--- src/rtl/fx_pipe_scheduler.sv ---
// rtl/fx_pipe_scheduler.sv - round-robin L/R scheduler for a shared fixed-latency effect datapath
module fx_pipe_scheduler #(
  parameter int LATENCY = 47,
  parameter int DW      = 32
) (
  input  logic          clk,
  input  logic          aclr,
  input  logic          bypass,
  input  logic          l_req,
  input  logic [DW-1:0] l_data,
  output logic          l_ack,
  input  logic          r_req,
  input  logic [DW-1:0] r_data,
  output logic          r_ack,
  output logic [DW-1:0] unit_din,
  input  logic [DW-1:0] unit_dout,
  output logic [DW-1:0] l_out,
  output logic          l_valid,
  output logic [DW-1:0] r_out,
  output logic          r_valid,
  output logic          busy
);

  // The tag pipe is one stage deeper than LATENCY: the unit_din register
  // itself accounts for the extra cycle between grant and unit capture.
  localparam int DEPTH = LATENCY + 1;

  // ch: 0 = left, 1 = right
  typedef struct packed {
    logic v;
    logic ch;
  } tag_t;

  logic          r_run;
  logic          r_ptr;
  logic          r_l_pend;
  logic          r_r_pend;
  tag_t          r_tag [DEPTH];
  logic [DW-1:0] r_unit_din;
  logic [DW-1:0] r_l_out;
  logic [DW-1:0] r_r_out;
  logic          r_l_valid;
  logic          r_r_valid;

  logic          w_l_elig;
  logic          w_r_elig;
  logic          w_l_gnt;
  logic          w_r_gnt;
  logic          w_issue;
  logic          w_l_ret;
  logic          w_r_ret;
  logic          w_busy;
  tag_t          w_tag_in;
  tag_t          w_tag_out;

  // Eligibility, round-robin arbitration (r_ptr=0 favours left) and return decode
  always_comb begin
    w_l_elig    = r_run & l_req & ~r_l_pend;
    w_r_elig    = r_run & r_req & ~r_r_pend;
    w_l_gnt     = w_l_elig & (~w_r_elig | ~r_ptr);
    w_r_gnt     = w_r_elig & (~w_l_elig |  r_ptr);
    w_issue     = (w_l_gnt | w_r_gnt) & ~bypass;
    w_tag_in.v  = w_issue;
    w_tag_in.ch = w_r_gnt;
    w_tag_out   = r_tag[DEPTH-1];
    w_l_ret     = w_tag_out.v & ~w_tag_out.ch;
    w_r_ret     = w_tag_out.v &  w_tag_out.ch;
  end

  // Busy whenever any unit-path tag is still travelling
  always_comb begin
    w_busy = 1'b0;
    for (int i = 0; i < DEPTH; i++) begin
      w_busy = w_busy | r_tag[i].v;
    end
  end

  // Tag shift register; idle cycles push an invalid tag
  always_ff @(posedge clk or posedge aclr) begin
    if (aclr) begin
      for (int i = 0; i < DEPTH; i++) begin
        r_tag[i] <= '0;
      end
    end else begin
      r_tag[0] <= w_tag_in;
      for (int i = 1; i < DEPTH; i++) begin
        r_tag[i] <= r_tag[i-1];
      end
    end
  end

  // Run gate, RR pointer and per-channel outstanding flags
  always_ff @(posedge clk or posedge aclr) begin
    if (aclr) begin
      r_run    <= 1'b0;
      r_ptr    <= 1'b0;
      r_l_pend <= 1'b0;
      r_r_pend <= 1'b0;
    end else begin
      // r_run keeps acks off in the cycle in which aclr is released
      r_run <= 1'b1;
      if (w_l_elig & w_r_elig) begin
        r_ptr <= ~r_ptr;
      end
      // Bypass ops return on the next edge, so they never hold the channel
      r_l_pend <= (r_l_pend & ~w_l_ret) | (w_l_gnt & ~bypass);
      r_r_pend <= (r_r_pend & ~w_r_ret) | (w_r_gnt & ~bypass);
    end
  end

  // Unit operand register and per-channel result registers
  always_ff @(posedge clk or posedge aclr) begin
    if (aclr) begin
      r_unit_din <= '0;
      r_l_out    <= '0;
      r_r_out    <= '0;
      r_l_valid  <= 1'b0;
      r_r_valid  <= 1'b0;
    end else begin
      if (w_issue) begin
        r_unit_din <= w_r_gnt ? r_data : l_data;
      end
      // A unit return and a bypass grant can never hit the same channel at
      // once: the unit return implies the channel is still pending.
      r_l_valid <= w_l_ret | (w_l_gnt & bypass);
      r_r_valid <= w_r_ret | (w_r_gnt & bypass);
      if (w_l_ret) begin
        r_l_out <= unit_dout;
      end else if (w_l_gnt & bypass) begin
        r_l_out <= l_data;
      end
      if (w_r_ret) begin
        r_r_out <= unit_dout;
      end else if (w_r_gnt & bypass) begin
        r_r_out <= r_data;
      end
    end
  end

  assign l_ack    = w_l_gnt;
  assign r_ack    = w_r_gnt;
  assign unit_din = r_unit_din;
  assign l_out    = r_l_out;
  assign l_valid  = r_l_valid;
  assign r_out    = r_r_out;
  assign r_valid  = r_r_valid;
  assign busy     = w_busy;

endmodule
--- config.mk ---
export PLATFORM = sky130hd
export DESIGN_NAME = fx_pipe_scheduler
export DESIGN_NICKNAME = d
export VERILOG_FILES = /design/src/rtl/fx_pipe_scheduler.sv
export SDC_FILE = /design/constraint.sdc
export NUM_CORES = 1
export LEC_CHECK = 0
export ABC_AREA = 1
export CAP_MARGIN = 20
export CELL_PAD_IN_SITES_DETAIL_PLACEMENT = 0
export CELL_PAD_IN_SITES_GLOBAL_PLACEMENT = 2
export CORE_AREA = 2 2 166 168
export CTS_CLUSTER_SIZE = 16
export DETAILED_ROUTE_END_ITERATION = 6
export DIE_AREA = 0 0 168 170
export PLACE_DENSITY_LB_ADDON = 0.05
export SLEW_MARGIN = 15
export SYNTH_ARGS = -nofsm -noshare
export SYNTH_HDL_FRONTEND = slang
export SYNTH_SLANG_ARGS = --single-unit
--- constraint.sdc ---
create_clock -name clk -period 23.8 [get_ports clk]
set_clock_uncertainty 0.05 [all_clocks]
set_input_delay 7.14 -clock clk [delete_from_list [all_inputs] [get_ports clk]]
set_output_delay 7.14 -clock clk [all_outputs]
set_load 0.005 [all_outputs]
==> results of run 1 <==
-- logic make-up (layout without fill, tap and decap cells) --
family / after synthesis / count (layout) / share of synthesized area
buffers and inverters: 92 / 278 / 0.0494
AND/OR/NAND/NOR: 514 / 514 / 0.281
flip-flops: 198 / 198 / 0.627
other: 1 / 1 / 0.000475
AO/OA/AOI/OAI: 66 / 66 / 0.0420
-- per-stage QoR --
step | util | hold WS, ns | total power [mW] | cell area [um^2]
floorplan | - | 0.281 | 0.370 | 7900
global placement | 0.381 | 0.283 | 0.407 | 10200
detailed placement | 0.381 | 0.285 | 0.407 | 10200
CTS | 0.406 | 0.288 | 0.727 | 10800
global route | 0.406 | 0.303 | 0.747 | 10800
finish | 0.406 | 0.281 | 0.715 | 10800
-- worst paths after layout --
| path | end | slack [ns] | cells after the start |
|---|---|---|---|
| setup reg to reg | r_out[20]$_DFFE_PP0P_ | 20.07 | 6 |
| min in group asynchronous | l_out[6]$_DFFE_PP0P_ | 7.13 | 2 |
| max in group asynchronous | r_tag[89]$_DFF_PP0_ | 15.31 | 3 |
| setup / recovery | r_ack | 7.15 | 6 |
| hold reg to reg | r_tag[2]$_DFF_PP0_ | 0.28 | 0 |
| hold / removal | r_tag[2]$_DFF_PP0_ | 0.28 | 0 |
-- critical path, delay by kind of cell --
family | cells | cell delay [ns]
buffers and inverters | 2 | 1.10
AND/OR/NAND/NOR | 4 | 1.21
-- metal layers --
metal  routed length (um)  share of wire  track usage  vias up
li1                     -              -            -     3144
met1                12000           0.48        0.255     3112
met4                  147         0.0058       0.0359        0
met5                    0              0            0        -
met3                 1480          0.059       0.0495        7
met2                11600           0.46        0.291      181
-- cells in the mapped netlist --
cell type  instances
nand2_1          310
dfrtp_1          198
nand3_1          161
o21ai_0           64
inv_1             38
nor2_1            30
clkbuf_1          22
buf_2             18
buf_1              7
buf_4              6
nand2_2            3
nand3_2            3
nand4_1            2
nor2_4             2
a21oi_1            1
conb_1             1
inv_2              1
nand2_4            1
nand3_4            1
nand4_4            1
o22ai_1            1
-- power groups by stage --
stage               logic [mW]  clock network (mW)  registers [mW]
floorplan               0.0179                   0           0.352
finish                  0.0544               0.316           0.345
global placement        0.0555                   0           0.352
detailed placement      0.0553                   0           0.352
global route            0.0609               0.340           0.346
CTS                     0.0557               0.326           0.345
-- state kept, by name, indices dropped and copies added (netlist names) --
signal	count
r_valid	1
r_l_pend	1
r_ptr	1
r_out	32
l_out	32
l_valid	1
r_r_pend	1
unit_din	32
r_tag	96
r_run	1
-- final cells by class --
type / instances / share of cell area
Inverter: 39 / 0.0142
Multi-Input combinational cell: 581 / 0.237
Timing Repair Buffer: 207 / 0.190
Tap cell: 341 / 0.0394
Clock buffer: 17 / 0.0393
Clock inverter: 15 / 0.0214
Sequential cell: 198 / 0.458
==> flow_summary.json, run 1 <==
{
  "p_clk_frac": 0.442,
  "power.density_nw_per_um2": 66.2,
  "yosysTopAreaCell": "dfrtp_1",
  "synth.distinct_cells": 21,
  "worst_ep_arrival_time_ns": 9.46,
  "syn2layout_area_growth_pct": 37.0,
  "die_h_um": 170,
  "p_int_mw": 0.524,
  "switching_share": 0.268,
  "wl_per_cell_um": 18.1,
  "p_sw_mw": 0.192,
  "cts_setup_buffers": 0,
  "multi_input_area_um2": 2570,
  "coreArea_um2": 26700,
  "setup_viol": 0,
  "rows": 60,
  "cts_tree": "yes",
  "final.setup.tns_ns": 0,
  "combPwrFrac": 0.076,
  "max_stage_delay_ns": 0.78,
  "drt_iter0_drc": 347,
  "fin_cells": 1398,
  "hold_violations": 0,
  "path_cells": "clkdlybuf4s50_1 > nand2_1 > nor2_4 > nand2_1 > nand2_1 > clkdlybuf4s50_1",
  "cpMostUsedCell": "nand2_1",
  "clockBufferDepth": 2,
  "synth_cells": 871,
  "final_common_cell": "nand2_1",
  "portBuffers": 201,
  "startpoint": "r_req",
  "grtUsageTotal": 0.184,
  "hold_class": "flop to flop",
  "grt_first_pass_wirelength_um": 39700,
  "finalWorstSetupSlack_ns": 7.15,
  "yosysWarnings": 0,
  "clk-insertion-delay-late_ns": 0.44,
  "crit_type": "primary input to output port",
  "layout_common_cells": "308 x nand2_1, 201 x clkdlybuf4s50_1, 198 x dfrtp_1",
  "crit_path_end_kind": "output port",
  "p_seq_frac": 0.482,
  "ys_top_cells_by_area": "dfrtp_1 63%, nand2_1 15%, nand3_1 10%, o21ai_0 4.1%, inv_1 1.8%",
  "crit_slowest_cell": "nor2_4",
  "dp.cells": 1366,
  "nNetsFinal": 1145,
  "die_area_um2": 28600,
  "overflow": 0,
  "ctsResizeCount": 0,
  "cts_sinks": 198,
  "min_from": "r_tag[4]$_DFF_PP0_",
  "first_pass_iters": 7,
  "finalWeightedCongestion": 0.728,
  "outcome": "completed",
  "drc_errors": 0,
  "seq_area_frac_synth": 0.627,
  "holdBufCountCts": 0,
  "routed_wl_um": 25300,
  "slew_headroom": 0.317,
  "fin_crit_sh": 0.700,
  "ant_nets": 0,
  "grt_max_degree": 94,
  "die_w_um": 168,
  "root_buffer": "clkbuf_16",
  "start_util": 0.296,
  "worst_pin_slew_ns": 1.02,
  "rsz0062_at_grt": "false",
  "vias": 6444,
  "layout-drive-gt1-share": 0.0501,
  "syn_area_per_cell_um2": 9.07,
  "p_leak_nw": 5.52,
  "ir_worst_vdd_mv": 0.0402,
  "finalCriticalPeriod_ns": 16.65,
  "h-tree-depth": 4,
  "worstPathRequired_ns": 16.61,
  "antennaDiodeCount": 0,
  "first_global_vias": 6643,
  "cp-start-kind": "primary input",
  "max_freq_mhz": 60.1,
  "maxSlewViolCount": 0,
  "synth_top_area_frac": 0.627,
  "path_clk_slew_ns": 0.10,
  "maxCapViolations": 0,
  "syn-cell-area_um2": 7900,
  "synth_nets": 972,
  "r2r_start": "r_run$_DFF_PP0_",
  "antenna_found_initial": 0,
  "preCtsSetupSlack_ns": 7.13,
  "cts_buffers": 17,
  "cp_max_fo": 35,
  "ioPinCount": 202,
  "seq_area_um2": 4950,
  "fillers": 2696,
  "dp_hpwl_um": 16000,
  "via_per_inst": 4.61,
  "ys_ff_latch": 198
}
Note: power is estimated with default switching activity, not from simulation.
==> run 2: changes to the inputs <==
CORE_AREA = 2 2 169 171   (was 2 2 166 168)
DIE_AREA = 0 0 171 173   (was 0 0 168 170)
clock period = 15.5 ns   (was 23.8 ns; I/O delays follow)
==> run 2 against run 1 <==
Critical path depth up 1; final area up 0.61%; total power up 54%; clock power up 54%; sequential share of layout area down 0.28 points; final cell count up 2.6%; via count up 0.79%; routed wire length up 2.4%; hold slack better by 0.015 ns; register-to-register slack worse by 8.3 ns; core utilization down 1.2 points; count of clock-buffer cells in the layout unchanged.
==> flow_summary.json, run 2 (synthesis gave the netlist of run 1 again) <==
{
  "setup_viol": 0,
  "hold_depth": 0,
  "largest_reg_flops": 96,
  "maxCapViolations": 0,
  "cp_max_fo": 35,
  "ioPinCount": 202,
  "antennaDiodeCount": 0,
  "maxSlewViolCount": 0,
  "coreArea_um2": 27600,
  "worst_pin_slew_ns": 1.06,
  "cts_buffers": 17,
  "dp_hpwl_um": 15800,
  "worst_ep_arrival_time_ns": 7.23,
  "cts_tree": "yes",
  "hold_class": "flop to flop",
  "crit_cells": 7,
  "worstPathRequired_ns": 10.80,
  "crit_path_end_kind": "output port",
  "crit_type": "primary input to output port",
  "first_pass_iters": 4,
  "via_per_inst": 4.53,
  "ctsResizeCount": 0,
  "path_cells": "clkdlybuf4s50_1 > nand2_1 > nor2_4 > nand2_1 > buf_4 > nand2_1 > clkdlybuf4s50_1",
  "finalWeightedCongestion": 0.743,
  "ant_nets": 0,
  "overflow": 0,
  "max_freq_mhz": 83.8,
  "wl_per_cell_um": 18.1,
  "finalCriticalPeriod_ns": 11.93,
  "max_stage_delay_ns": 0.80,
  "cts_sinks": 198,
  "hold_violations": 0,
  "cts_setup_buffers": 0,
  "crit_buf_inv": 3,
  "cp-start-kind": "primary input",
  "outcome": "completed",
  "power.total_mw": 1.10,
  "p_leak_nw": 5.53,
  "vias": 6495,
  "drt_iter0_drc": 388,
  "fin_cells": 1434,
  "final.setup.tns_ns": 0,
  "holdBufCountCts": 0,
  "rsz0062_at_grt": "false",
  "grt_first_pass_wirelength_um": 39800,
  "cpMostUsedCell": "nand2_1",
  "first_global_vias": 6457,
  "power.density_nw_per_um2": 101,
  "nNetsFinal": 1144,
  "layout-drive-gt1-share": 0.0492,
  "r2r_cells": 6,
  "final_common_cell": "nand2_1",
  "ir_worst_vdd_mv": 0.0678,
  "clk-insertion-delay-late_ns": 0.44,
  "antenna_found_initial": 0,
  "routed_wl_um": 25900,
  "slew_headroom": 0.295,
  "root_buffer": "clkbuf_16",
  "drc_errors": 0,
  "layout_common_cells": "308 x nand2_1, 201 x clkdlybuf4s50_1, 198 x dfrtp_1",
  "crit_slowest_cell": "nor2_4",
  "rows": 61,
  "crit_family": "buffers and inverters",
  "h-tree-depth": 4,
  "syn2layout_area_growth_pct": 37.8,
  "start_util": 0.286,
  "die_h_um": 173,
  "die_w_um": 171,
  "die_area_um2": 29600,
  "path_clk_slew_ns": 0.08,
  "dp.cells": 1401,
  "grt_max_degree": 122,
  "top_register": "r_tag",
  "fin_crit_sh": 0.770,
  "portBuffers": 201,
  "grtUsageTotal": 0.178,
  "clockBufferDepth": 2
}
==> run 2: changes by cell type in the layout (fill, tap and decap cells not counted) <==
cell / delta
inv_6: -1
buf_16: +1
buf_4: -2
clkinv_8: +1
==> run 2: layer usage <==
metal	wire [um]	global-route usage
met1	12000	0.245
met2	11900	0.280
met3	1730	0.0476
met4	231	0.0381
met5	0	0
==> run 2: final timing paths <==
check	to	slack [ns]	start
min in group asynchronous	l_out[1]$_DFFE_PP0P_	4.72	aclr
worst min-delay path	r_tag[8]$_DFF_PP0_	0.30	r_tag[10]$_DFF_PP0_
max in group asynchronous	r_tag[10]$_DFF_PP0_	9.43	aclr
worst min register to register	r_tag[8]$_DFF_PP0_	0.30	r_tag[10]$_DFF_PP0_
worst max register to register	r_out[26]$_DFFE_PP0P_	11.74	r_run$_DFF_PP0_
worst max-delay path	r_ack	3.57	r_req
==> run 2: stage by stage <==
stage | setup slack, ns | hold WS (ns) | util | cell area [um^2]
2_1_floorplan | 5.40 | 0.281 | - | 7900
3_3_place_gp | 3.53 | 0.285 | 0.369 | 10200
3_5_place_dp | 3.56 | 0.285 | 0.369 | 10200
4_1_cts | 3.55 | 0.298 | 0.393 | 10900
5_1_grt | 3.41 | 0.308 | 0.394 | 10900
6_report | 3.57 | 0.296 | 0.394 | 10900
==> run 2: cell type report <==
| type | instances | area, um^2 |
|---|---|---|
| clock buffers | 17 | 425 |
| clock inverters | 15 | 239 |
| fillers | 2854 | 16700 |
| inverters | 39 | 154 |
| multi-input cells | 581 | 2570 |
| flip-flops and latches | 198 | 4950 |
| well taps | 378 | 473 |
| repair buffers | 206 | 2070 |
==> run 2: report_power, final <==
| group | total, mW | internal (mW) | switching (mW) |
|---|---|---|---|
| sequential | 0.530 | 0.525 | 0.00506 |
| clock | 0.488 | 0.233 | 0.255 |
| combinational | 0.0844 | 0.0476 | 0.0368 |
==> edit (settings of run 2) <==
Set the parameter `DW` to 48 (it was 32).
--- a/src/rtl/fx_pipe_scheduler.sv
+++ b/src/rtl/fx_pipe_scheduler.sv
@@ -3,3 +3,3 @@
   parameter int LATENCY = 47,
-  parameter int DW      = 32
+  parameter int DW      = 48
 ) (
Ports: changed (6 resized); port bits go from 202 to 298. The function was not compared with the original's and may differ.
==> edit against run 2 <==
- routed wire length grew 30%
- critical path depth grew 1
- hold slack lost 4.5 ps
- power grew 31%
- sequential cell count grew 48
- final cell count grew 30%
- worst setup slack gained 210 ps
- final area grew 33%
- synthesized cell count grew 40%
- area after synthesis grew 30%
==> edit: results (changes against run 2) <==
stage,metric,value,unit,change
power_and_ir_drop,p_int,1.12,mW,+40%
power_and_ir_drop,p_leak,7.40,nW,+34%
hold_path,min-delay-start,r_tag[26]$_DFF_PP0_,,
critical_path,critPathMaxStageDelay,600,ps,-200 ps
grt,track_usage,22.7,%,+5.0 points
final_layout,instances_no_fill,1871,,+30%
outcome,status,"finished, final reports clean",,
drt,vias,9043,,+39%
final_layout,drive_gt1_share,5.02,%,+0.099 points
drt,dr.first_iter.drc_count,519,,+34%
clock_tree,path_clk_slew,60,ps,-20 ps
yosys,syn_nets,1365,,+40%
yosys,synth.distinct_cells,17,,-19%
yosys,netlist_instances,1216,,+40%
placement,port_buffers,297,,+48%
drt,finalWirelength,33800,µm,+30%
power_and_ir_drop,ir_drop,0.0000792,V,+17%
critical_path,crit_arrival,7020,ps,-210 ps
yosys,synthTopCellsByArea,"dfrtp_1 (60%), nand2_1 (18%), nand3_1 (9.3%), o21ai_0 (4.7%), inv_1 (1.9%)",,
placement,dp.cells,1823,,+30%
grt,antenna_found_initial,1,,+1
critical_path,r2r_start,r_r_pend$_DFF_PP0_,,
final_layout,nFillCells,2706,,-5.2%
clock_tree,clock_latency,530,ps,+90 ps
placement,placed_area,13500,µm²,+32%
timing,max_slew_margin,39.2,%,+9.7 points
clock_tree,numCtsBuffers,27,,+10
yosys,ys_seq_area_share,59.8,%,-2.9 points
edit: cell count changes after synthesis, moves of 15 or more:
cell	change
o21ai_0	+32
dfrtp_1	+48
clkbuf_1	+18
nand3_1	+31
inv_1	+15
nand2_1	+193
edit: stage by stage:
step,setup WS (ps),hold WS (ps),utilization [%]
2_1_floorplan,4040,281,-
3_3_place_gp,3780,283,48.8
3_5_place_dp,3810,285,48.8
4_1_cts,3790,296,52.1
5_1_grt,3660,301,52.2
6_report,3780,291,52.2
edit: worst paths after layout:
check / to / slack [ps] / cells after the start
worst max register to register: unit_din[37]$_DFFE_PP0P_ / 12330 / 9
max in group asynchronous: r_tag[78]$_DFF_PP0_ / 8900 / 4
worst min register to register: r_tag[24]$_DFF_PP0_ / 290 / 0
worst min-delay path: r_tag[24]$_DFF_PP0_ / 290 / 0
worst max-delay path: r_ack / 3780 / 8
min in group asynchronous: r_out[34]$_DFFE_PP0P_ / 4590 / 2
edit: layout make-up:
type                    instances  area [µm²]  area share (%)
repair buffers                312        3110            21.5
well taps                     378         473            3.28
inverters                      53         206            1.43
flip-flops and latches        246        6160            42.6
clock buffers                  32         724            5.02
multi-input cells             835        3580            24.8
clock inverters                15         191            1.33
edit: power groups by stage:
stage | Clock, mW | Sequential (mW) | Combinational, mW
after global routing | 0.709 | 0.664 | 0.134
after detailed placement | 0 | 0.674 | 0.120
after floorplan | 0 | 0.675 | 0.0381
after CTS | 0.685 | 0.662 | 0.121
after global placement | 0 | 0.674 | 0.120
final | 0.665 | 0.662 | 0.120
edit: metal layers:
metal | part of all wire (%) | GRT usage (%) | vias to the layer above
li1 | - | - | 4375
met1 | 44 | 30.2 | 4341
met2 | 46 | 37.5 | 275
met3 | 7.0 | 5.45 | 52
met4 | 2.4 | 5.58 | 0
met5 | 0 | 0 | -
edit: cells by family after synthesis:
logic type | after synthesis | synth area share [%]
other cells | 1 | 0.0365
flops | 246 | 59.8
simple gates | 737 | 29.8
compound gates | 96 | 4.67
xor+xnor | 1 | 0.0852
buf+inv | 135 | 5.61
edit: worst max-delay path, delay by kind of cell:
kind	cells	cell delay, ps
buffers and inverters	5	2090
and+or+nand+nor	3	230
